--- src/rtl/apb_pkg.sv ---
`default_nettype none
// +----------------------------------------------------------------------+
// | apb_pkg : shared types, widths and register map for the APB bridge  |
// | Rev 1.0                                                             |
// +----------------------------------------------------------------------+
package apb_pkg;

    localparam int APB_AW = 32;
    localparam int APB_DW = 32;

    typedef enum logic [2:0] {
        IDLE   = 3'd0,
        SETUP  = 3'd1,
        ACCESS = 3'd2,
        RDWAIT = 3'd3,
        RESP   = 3'd4
    } apb_state_e;

    // Register-file completer map
    localparam logic [APB_AW-1:0] ADDR_CNTRL = 32'h0000_0000;
    localparam logic [APB_AW-1:0] ADDR_REG1  = 32'h0000_0004;
    localparam logic [APB_AW-1:0] ADDR_REG2  = 32'h0000_0008;
    localparam logic [APB_AW-1:0] ADDR_REG3  = 32'h0000_000C;
    localparam logic [APB_AW-1:0] ADDR_REG4  = 32'h0000_0010;

    function automatic logic is_word_aligned(input logic [1:0] lsb);
        return (lsb == 2'b00);
    endfunction

endpackage
`default_nettype wire

--- src/rtl/apb_master_bridge_if.sv ---
`default_nettype none
// +----------------------------------------------------------------------+
// | apb_master_bridge_if : cmd/rsp channels plus APB3 bus of the bridge |
// | Rev 1.0                                                             |
// +----------------------------------------------------------------------+
interface apb_master_bridge_if
    import apb_pkg::*;
#(
    parameter int AW = APB_AW,
    parameter int DW = APB_DW
);
    logic          cmd_valid;
    logic          cmd_ready;
    logic          cmd_write;
    logic [AW-1:0] cmd_addr;
    logic [DW-1:0] cmd_wdata;

    logic          rsp_valid;
    logic          rsp_ready;
    logic [DW-1:0] rsp_rdata;
    logic          rsp_err;

    logic [AW-1:0] paddr;
    logic [DW-1:0] pwdata;
    logic          pwrite;
    logic          psel;
    logic          penable;
    logic [DW-1:0] prdata;
    logic          pready;
    logic          pslverr;

    // Bridge view
    modport master (
        input  cmd_valid, cmd_write, cmd_addr, cmd_wdata,
        output cmd_ready,
        output rsp_valid, rsp_rdata, rsp_err,
        input  rsp_ready,
        output paddr, pwdata, pwrite, psel, penable,
        input  prdata, pready, pslverr
    );

    // Requester + completer view
    modport slave (
        output cmd_valid, cmd_write, cmd_addr, cmd_wdata,
        input  cmd_ready,
        input  rsp_valid, rsp_rdata, rsp_err,
        output rsp_ready,
        input  paddr, pwdata, pwrite, psel, penable,
        output prdata, pready, pslverr
    );

endinterface
`default_nettype wire

--- src/rtl/apb_timeout_ctr.sv ---
`default_nettype none
// +----------------------------------------------------------------------+
// | apb_timeout_ctr : saturating stall counter, flags the final stall   |
// | Rev 1.0                                                             |
// +----------------------------------------------------------------------+
module apb_timeout_ctr #(
    parameter int TIMEOUT_CYC = 16
) (
    input  logic clk,
    input  logic rst,
    input  logic clr,
    input  logic inc,
    output logic expired
);

    generate
        if (TIMEOUT_CYC == 0) begin : g_disabled
            assign expired = 1'b0;
        end else begin : g_enabled
            localparam int              c_CW   = $clog2(TIMEOUT_CYC + 1);
            localparam logic [c_CW-1:0] c_MAX  = c_CW'(TIMEOUT_CYC);
            localparam logic [c_CW-1:0] c_LAST = c_CW'(TIMEOUT_CYC - 1);

            logic [c_CW-1:0] r_cnt;

            always_ff @(posedge clk) begin
                if (rst || clr) begin
                    r_cnt <= '0;
                end else if (inc && (r_cnt != c_MAX)) begin
                    r_cnt <= r_cnt + 1'b1;
                end
            end

            // Asserted during the TIMEOUT_CYC-th consecutive stall so the abort lands on that edge
            assign expired = inc && (r_cnt >= c_LAST);
        end
    endgenerate

endmodule
`default_nettype wire

--- src/rtl/apb_master_bridge.sv ---
`default_nettype none
// +----------------------------------------------------------------------+
// | apb_master_bridge : cmd/rsp to APB3 requester, one transfer at once |
// | Rev 1.0                                                             |
// +----------------------------------------------------------------------+
module apb_master_bridge
    import apb_pkg::*;
#(
    parameter int AW          = APB_AW,
    parameter int DW          = APB_DW,
    parameter int RDATA_LAT   = 1,
    parameter int TIMEOUT_CYC = 16
) (
    input  logic                pclk,
    input  logic                presetn,
    apb_master_bridge_if.master bus
);

    apb_state_e    r_state;
    apb_state_e    w_state_nxt;
    logic [AW-1:0] r_paddr,     w_paddr_nxt;
    logic [DW-1:0] r_pwdata,    w_pwdata_nxt;
    logic          r_pwrite,    w_pwrite_nxt;
    logic          r_psel,      w_psel_nxt;
    logic          r_penable,   w_penable_nxt;
    logic          r_rsp_valid, w_rsp_valid_nxt;
    logic          r_rsp_err,   w_rsp_err_nxt;
    logic [DW-1:0] r_rsp_rdata, w_rsp_rdata_nxt;

    logic w_rst;
    logic w_clr;
    logic w_inc;
    logic w_expired;

    assign w_rst = ~presetn;
    assign w_clr = (r_state == IDLE) && bus.cmd_valid && is_word_aligned(bus.cmd_addr[1:0]);
    assign w_inc = (r_state == ACCESS) && !bus.pready;

    apb_timeout_ctr #(
        .TIMEOUT_CYC (TIMEOUT_CYC)
    ) u_timeout_ctr (
        .clk     (pclk),
        .rst     (w_rst),
        .clr     (w_clr),
        .inc     (w_inc),
        .expired (w_expired)
    );

    always_ff @(posedge pclk) begin
        if (!presetn) begin
            r_state     <= IDLE;
            r_paddr     <= '0;
            r_pwdata    <= '0;
            r_pwrite    <= 1'b0;
            r_psel      <= 1'b0;
            r_penable   <= 1'b0;
            r_rsp_valid <= 1'b0;
            r_rsp_err   <= 1'b0;
            r_rsp_rdata <= '0;
        end else begin
            r_state     <= w_state_nxt;
            r_paddr     <= w_paddr_nxt;
            r_pwdata    <= w_pwdata_nxt;
            r_pwrite    <= w_pwrite_nxt;
            r_psel      <= w_psel_nxt;
            r_penable   <= w_penable_nxt;
            r_rsp_valid <= w_rsp_valid_nxt;
            r_rsp_err   <= w_rsp_err_nxt;
            r_rsp_rdata <= w_rsp_rdata_nxt;
        end
    end

    always_comb begin
        w_state_nxt     = r_state;
        w_paddr_nxt     = r_paddr;
        w_pwdata_nxt    = r_pwdata;
        w_pwrite_nxt    = r_pwrite;
        w_psel_nxt      = r_psel;
        w_penable_nxt   = r_penable;
        w_rsp_valid_nxt = r_rsp_valid;
        w_rsp_err_nxt   = r_rsp_err;
        w_rsp_rdata_nxt = r_rsp_rdata;

        case (r_state)
            IDLE: begin
                if (bus.cmd_valid) begin
                    w_paddr_nxt  = bus.cmd_addr;
                    w_pwdata_nxt = bus.cmd_wdata;
                    w_pwrite_nxt = bus.cmd_write;
                    if (!is_word_aligned(bus.cmd_addr[1:0])) begin
                        w_state_nxt     = RESP;
                        w_rsp_valid_nxt = 1'b1;
                        w_rsp_err_nxt   = 1'b1;
                        w_rsp_rdata_nxt = '0;
                    end else begin
                        w_state_nxt   = SETUP;
                        w_psel_nxt    = 1'b1;
                        w_penable_nxt = 1'b0;
                    end
                end
            end

            SETUP: begin
                w_state_nxt   = ACCESS;
                w_penable_nxt = 1'b1;
            end

            ACCESS: begin
                if (bus.pready) begin
                    w_psel_nxt    = 1'b0;
                    w_penable_nxt = 1'b0;
                    w_rsp_err_nxt = bus.pslverr;
                    if (r_pwrite || (RDATA_LAT == 0)) begin
                        w_state_nxt     = RESP;
                        w_rsp_valid_nxt = 1'b1;
                        w_rsp_rdata_nxt = (r_pwrite || bus.pslverr) ? '0 : bus.prdata;
                    end else begin
                        // pslverr is parked in rsp_err until the late read data arrives
                        w_state_nxt = RDWAIT;
                    end
                end else if (w_expired) begin
                    w_state_nxt     = RESP;
                    w_psel_nxt      = 1'b0;
                    w_penable_nxt   = 1'b0;
                    w_rsp_valid_nxt = 1'b1;
                    w_rsp_err_nxt   = 1'b1;
                    w_rsp_rdata_nxt = '0;
                end
            end

            RDWAIT: begin
                w_state_nxt     = RESP;
                w_rsp_valid_nxt = 1'b1;
                w_rsp_rdata_nxt = r_rsp_err ? '0 : bus.prdata;
            end

            RESP: begin
                if (bus.rsp_ready) begin
                    w_state_nxt     = IDLE;
                    w_rsp_valid_nxt = 1'b0;
                    w_rsp_err_nxt   = 1'b0;
                end
            end

            default: begin
                w_state_nxt   = IDLE;
                w_psel_nxt    = 1'b0;
                w_penable_nxt = 1'b0;
            end
        endcase
    end

    assign bus.cmd_ready = (r_state == IDLE);
    assign bus.rsp_valid = r_rsp_valid;
    assign bus.rsp_err   = r_rsp_err;
    assign bus.rsp_rdata = r_rsp_rdata;
    assign bus.paddr     = r_paddr;
    assign bus.pwdata    = r_pwdata;
    assign bus.pwrite    = r_pwrite;
    assign bus.psel      = r_psel;
    assign bus.penable   = r_penable;

endmodule
`default_nettype wire

--- src/flat_wrapper.sv ---
// flat-port wrapper written by rule: the top's interface ports become plain ports
module apb_master_bridge_flat import apb_pkg::*;
#(
    parameter int AW          = APB_AW,
    parameter int DW          = APB_DW,
    parameter int RDATA_LAT   = 1,
    parameter int TIMEOUT_CYC = 16
)
  (pclk, presetn, bus_cmd_valid, bus_cmd_write, bus_cmd_addr, bus_cmd_wdata, bus_cmd_ready, bus_rsp_valid, bus_rsp_rdata, bus_rsp_err, bus_rsp_ready, bus_paddr, bus_pwdata, bus_pwrite, bus_psel, bus_penable, bus_prdata, bus_pready, bus_pslverr);
  apb_master_bridge_if #(.AW(AW), .DW(DW)) bus_i ();
  input  logic pclk;
  input  logic presetn;
  input wire logic [$bits(bus_i.cmd_valid)-1:0] bus_cmd_valid;
  input wire logic [$bits(bus_i.cmd_write)-1:0] bus_cmd_write;
  input wire logic [$bits(bus_i.cmd_addr)-1:0] bus_cmd_addr;
  input wire logic [$bits(bus_i.cmd_wdata)-1:0] bus_cmd_wdata;
  output wire logic [$bits(bus_i.cmd_ready)-1:0] bus_cmd_ready;
  output wire logic [$bits(bus_i.rsp_valid)-1:0] bus_rsp_valid;
  output wire logic [$bits(bus_i.rsp_rdata)-1:0] bus_rsp_rdata;
  output wire logic [$bits(bus_i.rsp_err)-1:0] bus_rsp_err;
  input wire logic [$bits(bus_i.rsp_ready)-1:0] bus_rsp_ready;
  output wire logic [$bits(bus_i.paddr)-1:0] bus_paddr;
  output wire logic [$bits(bus_i.pwdata)-1:0] bus_pwdata;
  output wire logic [$bits(bus_i.pwrite)-1:0] bus_pwrite;
  output wire logic [$bits(bus_i.psel)-1:0] bus_psel;
  output wire logic [$bits(bus_i.penable)-1:0] bus_penable;
  input wire logic [$bits(bus_i.prdata)-1:0] bus_prdata;
  input wire logic [$bits(bus_i.pready)-1:0] bus_pready;
  input wire logic [$bits(bus_i.pslverr)-1:0] bus_pslverr;
  assign bus_i.cmd_valid = bus_cmd_valid;
  assign bus_i.cmd_write = bus_cmd_write;
  assign bus_i.cmd_addr = bus_cmd_addr;
  assign bus_i.cmd_wdata = bus_cmd_wdata;
  assign bus_cmd_ready = bus_i.cmd_ready;
  assign bus_rsp_valid = bus_i.rsp_valid;
  assign bus_rsp_rdata = bus_i.rsp_rdata;
  assign bus_rsp_err = bus_i.rsp_err;
  assign bus_i.rsp_ready = bus_rsp_ready;
  assign bus_paddr = bus_i.paddr;
  assign bus_pwdata = bus_i.pwdata;
  assign bus_pwrite = bus_i.pwrite;
  assign bus_psel = bus_i.psel;
  assign bus_penable = bus_i.penable;
  assign bus_i.prdata = bus_prdata;
  assign bus_i.pready = bus_pready;
  assign bus_i.pslverr = bus_pslverr;
  apb_master_bridge #(.AW(AW), .DW(DW), .RDATA_LAT(RDATA_LAT), .TIMEOUT_CYC(TIMEOUT_CYC)) u_core (.pclk(pclk), .presetn(presetn), .bus(bus_i));
endmodule
--- config.mk ---
export PLATFORM = sky130hd
export DESIGN_NAME = apb_master_bridge_flat
export DESIGN_NICKNAME = d
export VERILOG_FILES = /design/src/rtl/apb_pkg.sv /design/src/rtl/apb_master_bridge_if.sv /design/src/rtl/apb_timeout_ctr.sv /design/src/rtl/apb_master_bridge.sv /design/src/flat_wrapper.sv
export SDC_FILE = /design/constraint.sdc
export NUM_CORES = 1
export LEC_CHECK = 0
export CAP_MARGIN = 20
export CORE_MARGIN = 5
export CORE_UTILIZATION = 44
export CTS_CLUSTER_SIZE = 14
export DETAILED_ROUTE_END_ITERATION = 12
export GPL_TIMING_DRIVEN = 0
export HOLD_SLACK_MARGIN = 0.12
export PLACE_DENSITY = 0.93
export SYNTH_ARGS = -nofsm -noshare
export SYNTH_HDL_FRONTEND = slang
export SYNTH_SLANG_ARGS = --single-unit
export TNS_END_PERCENT = 1
--- constraint.sdc ---
create_clock -name pclk -period 4.5 [get_ports pclk]
set_input_delay 0.675 -clock pclk [delete_from_list [all_inputs] [get_ports pclk]]
set_output_delay 0.675 -clock pclk [all_outputs]
set_load 0.005 [all_outputs]
Yosys cells after proc, flatten, opt, wreduce, memory -nomap -nowiden --
Cells that the tools add are included.
Storage, ports and cells: bits in registers 109, input bits 103, output and inout port bits 102
Operators by class: add/sub/neg operators 1, magnitude comparators 1, equal/unequal tests 11, muxes and demuxes 32, bitwise logic cells 3, reduce and logical (&&, ||, !) cells 22
Operator list (count):
- two-way mux 32 bit | 7
- one-hot mux 32 bit (3 select lines) | 1
- two-way mux 3 bit | 6
- one-hot mux 3 bit (5 select lines) | 1
- two-way mux 1 bit | 13
- AND reduction 5 bit | 2
- one-hot mux 1 bit (4 select lines) | 2
- AND reduction 4 bit | 2
- equality test 3 x 2 -> 1 bit (second input constant) | 2
- != test 2 bit (second input constant) | 3
- one-hot mux 1 bit (3 select lines) | 2
- AND reduction 6 bit | 1
- nonzero test 3 bit | 2
- adder 5 x 1 -> 5 bit (second input constant) | 1
- greater-or-equal comparator 5 x 4 -> 1 bit (second input constant) | 1
- logical AND 1 bit | 5
- != test 5 bit (second input constant) | 1
- nonzero test 4 bit | 1
- equality test 3 x 1 -> 1 bit (second input constant) | 1
- equality test 3 bit (second input constant) | 1
- logical NOT 3 bit | 1
- != test 3 x 2 -> 1 bit (second input constant) | 1
- != test 3 bit (second input constant) | 1
- NOT 1 bit | 3
- 8 further kinds | 9

Logic depth before layout (Yosys ltp) --
Gate-level depths: netlist of run 1.
depth after elaboration 6, depth in mapped cells 9

Hierarchy --
From an unflattened synthesis of run 1, not the netlist that was laid out.
Second synthesis, totals: cells, all modules 441, area, all modules 3957.5 sq um
Modules (own cells, without submodules):
- apb_master_bridge | instances 1, cells an instance 408, area each 3669.8 sq um, sequential area each 2082.0 sq um
- apb_timeout_ctr | instances 1, cells an instance 33, area each 287.8 sq um, sequential area each 100.1 sq um

Worst setup path before layout of run 1 --
OpenSTA, ideal clock, no wires.
path kind input port to flip-flop, start input bus_pready, end register u_core.r_rsp_rdata[0] (netlist: u_core.bus.rsp_rdata[0]), library setup time 116 ps, arrival time 1856 ps, required time 4384 ps, slack 2528 ps, cell stages on the path 6, cells stage by stage nor4b_4 a32oi_4 and2_4 buf_6 buf_8 a31o_1
On the way: longest elaborated chain between the ends 5
Ends and longest elaborated chain:
- start, declared | RTL line flat_wrapper.sv:28 | input wire logic [$bits(bus_i.pready)-1:0] bus_pready;
- logical NOT 1 bit | RTL line apb_master_bridge.sv:37 | assign w_inc = (r_state == ACCESS) && !bus.pready;
- logical AND 1 bit | RTL line apb_master_bridge.sv:37
- logical AND 1 bit | RTL line apb_timeout_ctr.sv:35 | assign expired = inc && (r_cnt >= c_LAST);
- != test 3 bit (no source line)
- AND reduction 5 bit (no source line)
- end signal, assigned | RTL line apb_master_bridge.sv:69 | r_rsp_rdata <= w_rsp_rdata_nxt;
- end, declared | RTL line apb_master_bridge.sv:28 | logic [DW-1:0] r_rsp_rdata, w_rsp_rdata_nxt;
Parallel ways exist; a longest one is shown, timed or not. A chain may end at the register's enable or synchronous reset.

Worst setup path in the final report of run 1 --
start register u_core.r_state[0], end output bus_cmd_ready
On the way: longest elaborated chain between the ends 1
Ends and longest elaborated chain:
- start, declared | RTL line apb_master_bridge.sv:19 | apb_state_e r_state;
- start signal, assigned | RTL line apb_master_bridge.sv:61 | r_state <= w_state_nxt;
- logical NOT 3 bit | RTL line apb_master_bridge.sv:153 | assign bus.cmd_ready = (r_state == IDLE);
- end, declared | RTL line flat_wrapper.sv:17 | output wire logic [$bits(bus_i.cmd_ready)-1:0] bus_cmd_ready;
Every way passes these cells.

==> impl_metrics.toml, run 1 <==
[route]
drt_wl_total_um = 13800
antenna_left = 0
firstDrtPassIters = 4
vias_per_cell = 5.08
drc = 0
avgRoutedWirePerCell_um = 15.9
num_vias = 4403
drtIter0Drc = 239

[yosys]
yosysSeqAreaShare_pct = 50.4
netlist_instances = 514
ys_warn_count = 0
syn-num-nets = 620
ys_ff_latch = 109
avgSynthCellArea_sq_um = 8.42
synth_cell_types = 43
synth_area_sq_um = 4330

[clocking]
htreeDepth = 3
post_cts_buffers = 0
clk_latency_ns = 0.36
cts_num_sinks = 109
cts_tree = "done"
ctsResizeCount = 0
cts-root-buf = "clkbuf_8"
cts_inserted_buffers = 9
holdBufCountCts = 0
clk_pin_slew_ns = 0.09
cts_buffer_depth = 2

[placement]
placed_cell_area_sq_um = 6540
gp_congestion = 0.837
port-buffer-count = 204
dp_hpwl_um = 10800

[global_route]
grt_usage_pct = 22.6
grt_pass1_wl_um = 21400
overflow = 0
grt_max_degree = 16
grt_antenna_before_repair = 0
grt_pass1_vias = 4492

[setup_path]
r2r_slack_ns = 2.34
critPathMaxStageDelay_ns = 0.63
critPathRequiredTime_ns = 3.83
arrival_ns = 2.01
start_kind = "register"
path_buf_inv = 2
worst-path-max-fanout = 10
crit_family = "buffers and inverters"
crit_type = "reg -> out"
slowest_stage = "clkdlybuf4s50_1"
worst_setup_path_end_kind = "primary output"
crit_chain = "buf_2, nor3_2, clkdlybuf4s50_1"

[timing]
finalCritPeriodShare_pct = 59.6
finalHoldViolCount = 0
max_slew_margin_pct = 62.6
finalSetupViolCount = 0
fin_tns_setup_ns = 0
period_minus_slack_ns = 2.68
rsz0062_at_grt = "no"
worstMarginPinSlew_ns = 0.553
fmax_mhz = 373
final.setup_skew_ns = 0.00701
final_max_slew_viol_count = 0

[worst_hold_path]
hold_path_class = "reg -> reg"

[power]
p_int_mw = 1.49
switching_power_mw = 0.567
p_clk_share_pct = 25.4
ir_worst_vdd_v = 0.000148
p_sw_share_pct = 27.6
p_seq_share_pct = 51.2
power_density_nw_per_um2 = 307
leakage_nw = 2.45
p_comb_share_pct = 23.4

[run_status]
status = "finished clean"

[layout]
fillCellCount = 744
final_common_cell = "clkdlybuf4s50_1"
layout_common_cells = "clkdlybuf4s50_1, nand2_1, dfxtp_1"
fin_nets = 835
antenna_cells = 0
area_delta_synth_final_pct = 54.7
stdcell_area_sq_um = 6690
drive_gt1_share_pct = 5.73

[die]
pin_count = 205
rows = 36
die_h_um = 109
coreArea_sq_um = 9680
initial_utilization_pct = 44.7
die_w_um = 109
dieArea_sq_um = 11900

[job]
cap_violations = 0
worst paths after layout:
| check | from | depth (start not counted) | to |
|---|---|---|---|
| worst max-delay path | u_core.r_state[0] | 3 | bus_cmd_ready |
| worst min-delay path | u_core.bus.pwdata[4] | 2 | u_core.bus.pwdata[4] |
| worst max register to register | u_core.u_timeout_ctr.g_enabled.r_cnt[0] | 9 | u_core.bus.rsp_rdata[7] |
| worst min register to register | u_core.bus.pwdata[4] | 2 | u_core.bus.pwdata[4] |
layer usage:
layer / track usage [%] / vias up / share of wire (%)
li1: - / 2162 / -
met1: 23.8 / 2012 / 39
met2: 40.5 / 207 / 48
met3: 9.12 / 22 / 12
met4: 7.75 / 0 / 1.5
met5: 0 / - / 0
synthesized netlist by cell type (all sizes together):
| cell | n | area share [%] |
|---|---|---|
| a211oi | 2 | 0.35 |
| a21o | 1 | 0.17 |
| a21oi | 102 | 12 |
| a221oi | 1 | 0.20 |
| a31o | 33 | 6.7 |
| a31oi | 1 | 0.14 |
| a32oi | 1 | 0.64 |
| and2 | 3 | 0.52 |
| and3 | 2 | 0.32 |
| buf | 21 | 3.7 |
| clkbuf | 21 | 1.8 |
| dfxtp | 109 | 50 |
| ha | 3 | 0.87 |
| inv | 6 | 0.52 |
| mux2i | 2 | 0.46 |
| nand2 | 167 | 14 |
| nand2b | 2 | 0.29 |
| nand3 | 2 | 0.23 |
| nand3b | 2 | 0.35 |
| nand4 | 2 | 0.29 |
| nand4bb | 1 | 0.26 |
| nor2 | 11 | 0.95 |
| nor2b | 1 | 0.14 |
| nor3 | 3 | 0.46 |
| nor4 | 2 | 0.64 |
| nor4b | 4 | 1.3 |
| nor4bb | 1 | 0.23 |
| o211ai | 1 | 0.17 |
| o21a | 2 | 0.35 |
| o311ai | 1 | 0.20 |
| o32ai | 1 | 0.38 |
| xnor2 | 1 | 0.20 |
| xor2 | 2 | 0.40 |
power by group through the flow:
stage               sequential (mW)  clock, mW  combinational, mW
floorplan                      1.08          0              0.213
global placement               1.07          0              0.466
detailed placement             1.07          0              0.481
CTS                            1.05      0.540              0.483
global route                   1.06      0.586              0.521
finish                         1.05      0.523              0.480
metrics by stage:
| step | util, % | total power [mW] | worst slack, ns | cells | hold slack, ns |
|---|---|---|---|---|---|
| CTS | 69.1 | 2.07 | 1.82 | 866 | 0.462 |
| global placement | 67.5 | 1.54 | 1.82 | 851 | 0.441 |
| global route | 69.1 | 2.17 | 1.76 | 866 | 0.482 |
| finish | 69.1 | 2.06 | 1.82 | 866 | 0.459 |
| detailed placement | 67.5 | 1.56 | 1.76 | 851 | 0.448 |
| floorplan | - | 1.29 | 2.53 | 514 | 0.453 |
kinds of logic (layout without fill, tap and decap cells):
logic type	Yosys count	count (layout)	synth area share (%)
AOI/OAI and AO/OA	146	146	21.1
adders and majority gates	3	3	0.868
buffers and inverters	48	267	6.07
and+or+nand+nor	203	203	20.5
muxes	2	2	0.463
DFF	109	109	50.4
xor gates and xnor gates	3	3	0.607
layout make-up:
| type | instances | area (sq um) | area share [%] |
|---|---|---|---|
| timing repair buffer | 204 | 2040 | 30.5 |
| buffer | 42 | 240 | 3.59 |
| inverter | 6 | 22.5 | 0.336 |
| tap | 133 | 166 | 2.49 |
| multi-input combinational | 357 | 1880 | 28.1 |
| sequential | 109 | 2180 | 32.6 |
| clock inverter | 2 | 10.0 | 0.150 |
| clock buffer | 13 | 149 | 2.22 |
registers in the layout, indices dropped and copies added (netlist names):
name                                  count
u_core.bus.paddr                         32
u_core.bus.rsp_err                        1
u_core.bus.rsp_valid                      1
u_core.bus.penable                        1
u_core.bus.rsp_rdata                     32
u_core.u_timeout_ctr.g_enabled.r_cnt      5
u_core.bus.pwrite                         1
u_core.bus.psel                           1
u_core.bus.pwdata                        32
u_core.r_state                            3
worst min-delay path, delay by kind of cell (launching register included):
family	cells	cell delay (ns)
and+or+nand+nor	1	0.05
DFF	1	0.32
AOI/OAI and AO/OA	1	0.05
Power figures use the tool's default switching activity.
==> inputs of run 2 (changes only) <==
CORE_UTILIZATION = 41   (was 44)
PLACE_DENSITY = 0.88   (was 0.93)
clock period = 2.5 ns   (was 4.5 ns; I/O delays follow)
==> impl_metrics.toml, run 2 (synthesis results as in run 1) <==
[worst_hold_path]
hold_path_class = "reg -> reg"

[die]
die_w_um = 113
pin_count = 205
initial_utilization_pct = 41.9
die_h_um = 113
rows = 37
dieArea_sq_um = 12700
coreArea_sq_um = 10300

[layout]
layout_common_cells = "clkdlybuf4s50_1, nand2_1, dfxtp_1"
drive_gt1_share_pct = 6.27
area_delta_synth_final_pct = 55.1
antenna_cells = 0
final_util_pct = 65.0
fin_nets = 835
stdcell_area_sq_um = 6710
final_common_cell = "clkdlybuf4s50_1"

[setup_path]
crit_type = "reg -> out"
crit_chain = "buf_2, nor3_2, clkdlybuf4s50_1"
arrival_ns = 1.96
slowest_stage = "clkdlybuf4s50_1"
crit_family = "buffers and inverters"
path_buf_inv = 2
worst_setup_path_end_kind = "primary output"
critPathRequiredTime_ns = 2.12
r2r_slack_ns = 0.31
critPathMaxStageDelay_ns = 0.61
start_kind = "register"
worst-path-max-fanout = 10

[placement]
port-buffer-count = 204
placed_cell_area_sq_um = 6540
dp_hpwl_um = 10800
gp_congestion = 0.861

[global_route]
grt_antenna_before_repair = 0
grt_pass1_wl_um = 21800
grt_pass1_vias = 4507
overflow = 0
grt_max_degree = 19
grt_usage_pct = 20.9

[route]
antenna_left = 0
num_vias = 4377
avgRoutedWirePerCell_um = 15.7
drt_wl_total_um = 13700
vias_per_cell = 5.03
drc = 0
firstDrtPassIters = 5
drtIter0Drc = 267

[clocking]
cts_num_sinks = 109
holdBufCountCts = 0
cts_buffer_depth = 2
clk_pin_slew_ns = 0.09
ctsResizeCount = 0
htreeDepth = 3
clk_latency_ns = 0.37
cts_tree = "done"
post_cts_buffers = 0
cts_inserted_buffers = 9
cts-root-buf = "clkbuf_8"

[power]
leakage_nw = 2.45
power_density_nw_per_um2 = 554
p_clk_share_pct = 26.0
power_mw = 3.72
p_sw_share_pct = 28.5
p_seq_share_pct = 50.9
p_int_mw = 2.66
ir_worst_vdd_v = 0.000269
switching_power_mw = 1.06
p_comb_share_pct = 23.2

[run_status]
status = "finished clean"

[timing]
worstMarginPinSlew_ns = 0.525
final.setup_skew_ns = 0.0157
max_slew_margin_pct = 64.5
fin_tns_setup_ns = 0
finalHoldViolCount = 0
fmax_mhz = 429
finalSetupViolCount = 0
finalCritPeriodShare_pct = 93.3
final_max_slew_viol_count = 0
rsz0062_at_grt = "no"
period_minus_slack_ns = 2.33

[job]
cap_violations = 0
[run 2: changes by cell type in the layout (fill, tap and decap cells not counted)]
cell        previous run  this run
clkinvlp_4             0         3
clkbuf_1              24        21
clkinv_4               0         1
clkbuf_8              10         9
inv_6                  0         1
[run 2: cell type report]
cell class                 instances  area (sq um)
buffer                            42           240
clock buffer                       9           124
clock inverter                     7          50.0
fill                             855          3610
inverter                           6          22.5
multi-input combinational        357          1880
sequential                       109          2180
tap                              136           170
timing repair buffer             204          2040
[run 2: final timing paths]
path | from | depth (start not counted) | end
setup / recovery | u_core.r_state[0] | 3 | bus_cmd_ready
hold / removal | u_core.bus.paddr[19] | 2 | u_core.bus.paddr[19]
setup reg to reg | u_core.u_timeout_ctr.g_enabled.r_cnt[0] | 9 | u_core.bus.rsp_rdata[23]
hold reg to reg | u_core.bus.paddr[19] | 2 | u_core.bus.paddr[19]
[run 2: per-layer routing]
metal | GRT usage, % | wire length [um] | vias up
li1 | - | - | 2168
met2 | 37.8 | 6790 | 181
met4 | 7.21 | 259 | 0
met3 | 7.81 | 1460 | 22
met5 | 0 | 0 | -
met1 | 22.4 | 5140 | 2006
[run 2: tightest hold or removal path, cell delays in order, from the launching register on]
cell and delay (ns):
dfxtp_1 0.32, nand2_1 0.05, a21oi_1 0.05
[run 2: metrics by stage]
stage / std cells / worst slack [ns] / hold slack (ns)
3_3_place_gp: 854 / 0.124 / 0.440
6_report: 870 / 0.169 / 0.458
2_1_floorplan: 514 / 0.568 / 0.453
3_5_place_dp: 854 / 0.0811 / 0.446
5_1_grt: 870 / 0.0632 / 0.474
4_1_cts: 870 / 0.132 / 0.459
[run 2: power groups by stage]
| stage | clock network [mW] | logic (mW) | registers, mW |
|---|---|---|---|
| 3_3_place_gp | 0 | 0.841 | 1.93 |
| 6_report | 0.965 | 0.861 | 1.89 |
| 5_1_grt | 1.08 | 0.941 | 1.91 |
| 2_1_floorplan | 0 | 0.383 | 1.94 |
| 3_5_place_dp | 0 | 0.864 | 1.93 |
| 4_1_cts | 1.00 | 0.867 | 1.89 |
==> inputs of run 3 (changes only) <==
CTS_CLUSTER_SIZE = 20   (was 14)
==> results of run 3 <==
Final layout, timing and power as in run 2 (identical DEF).
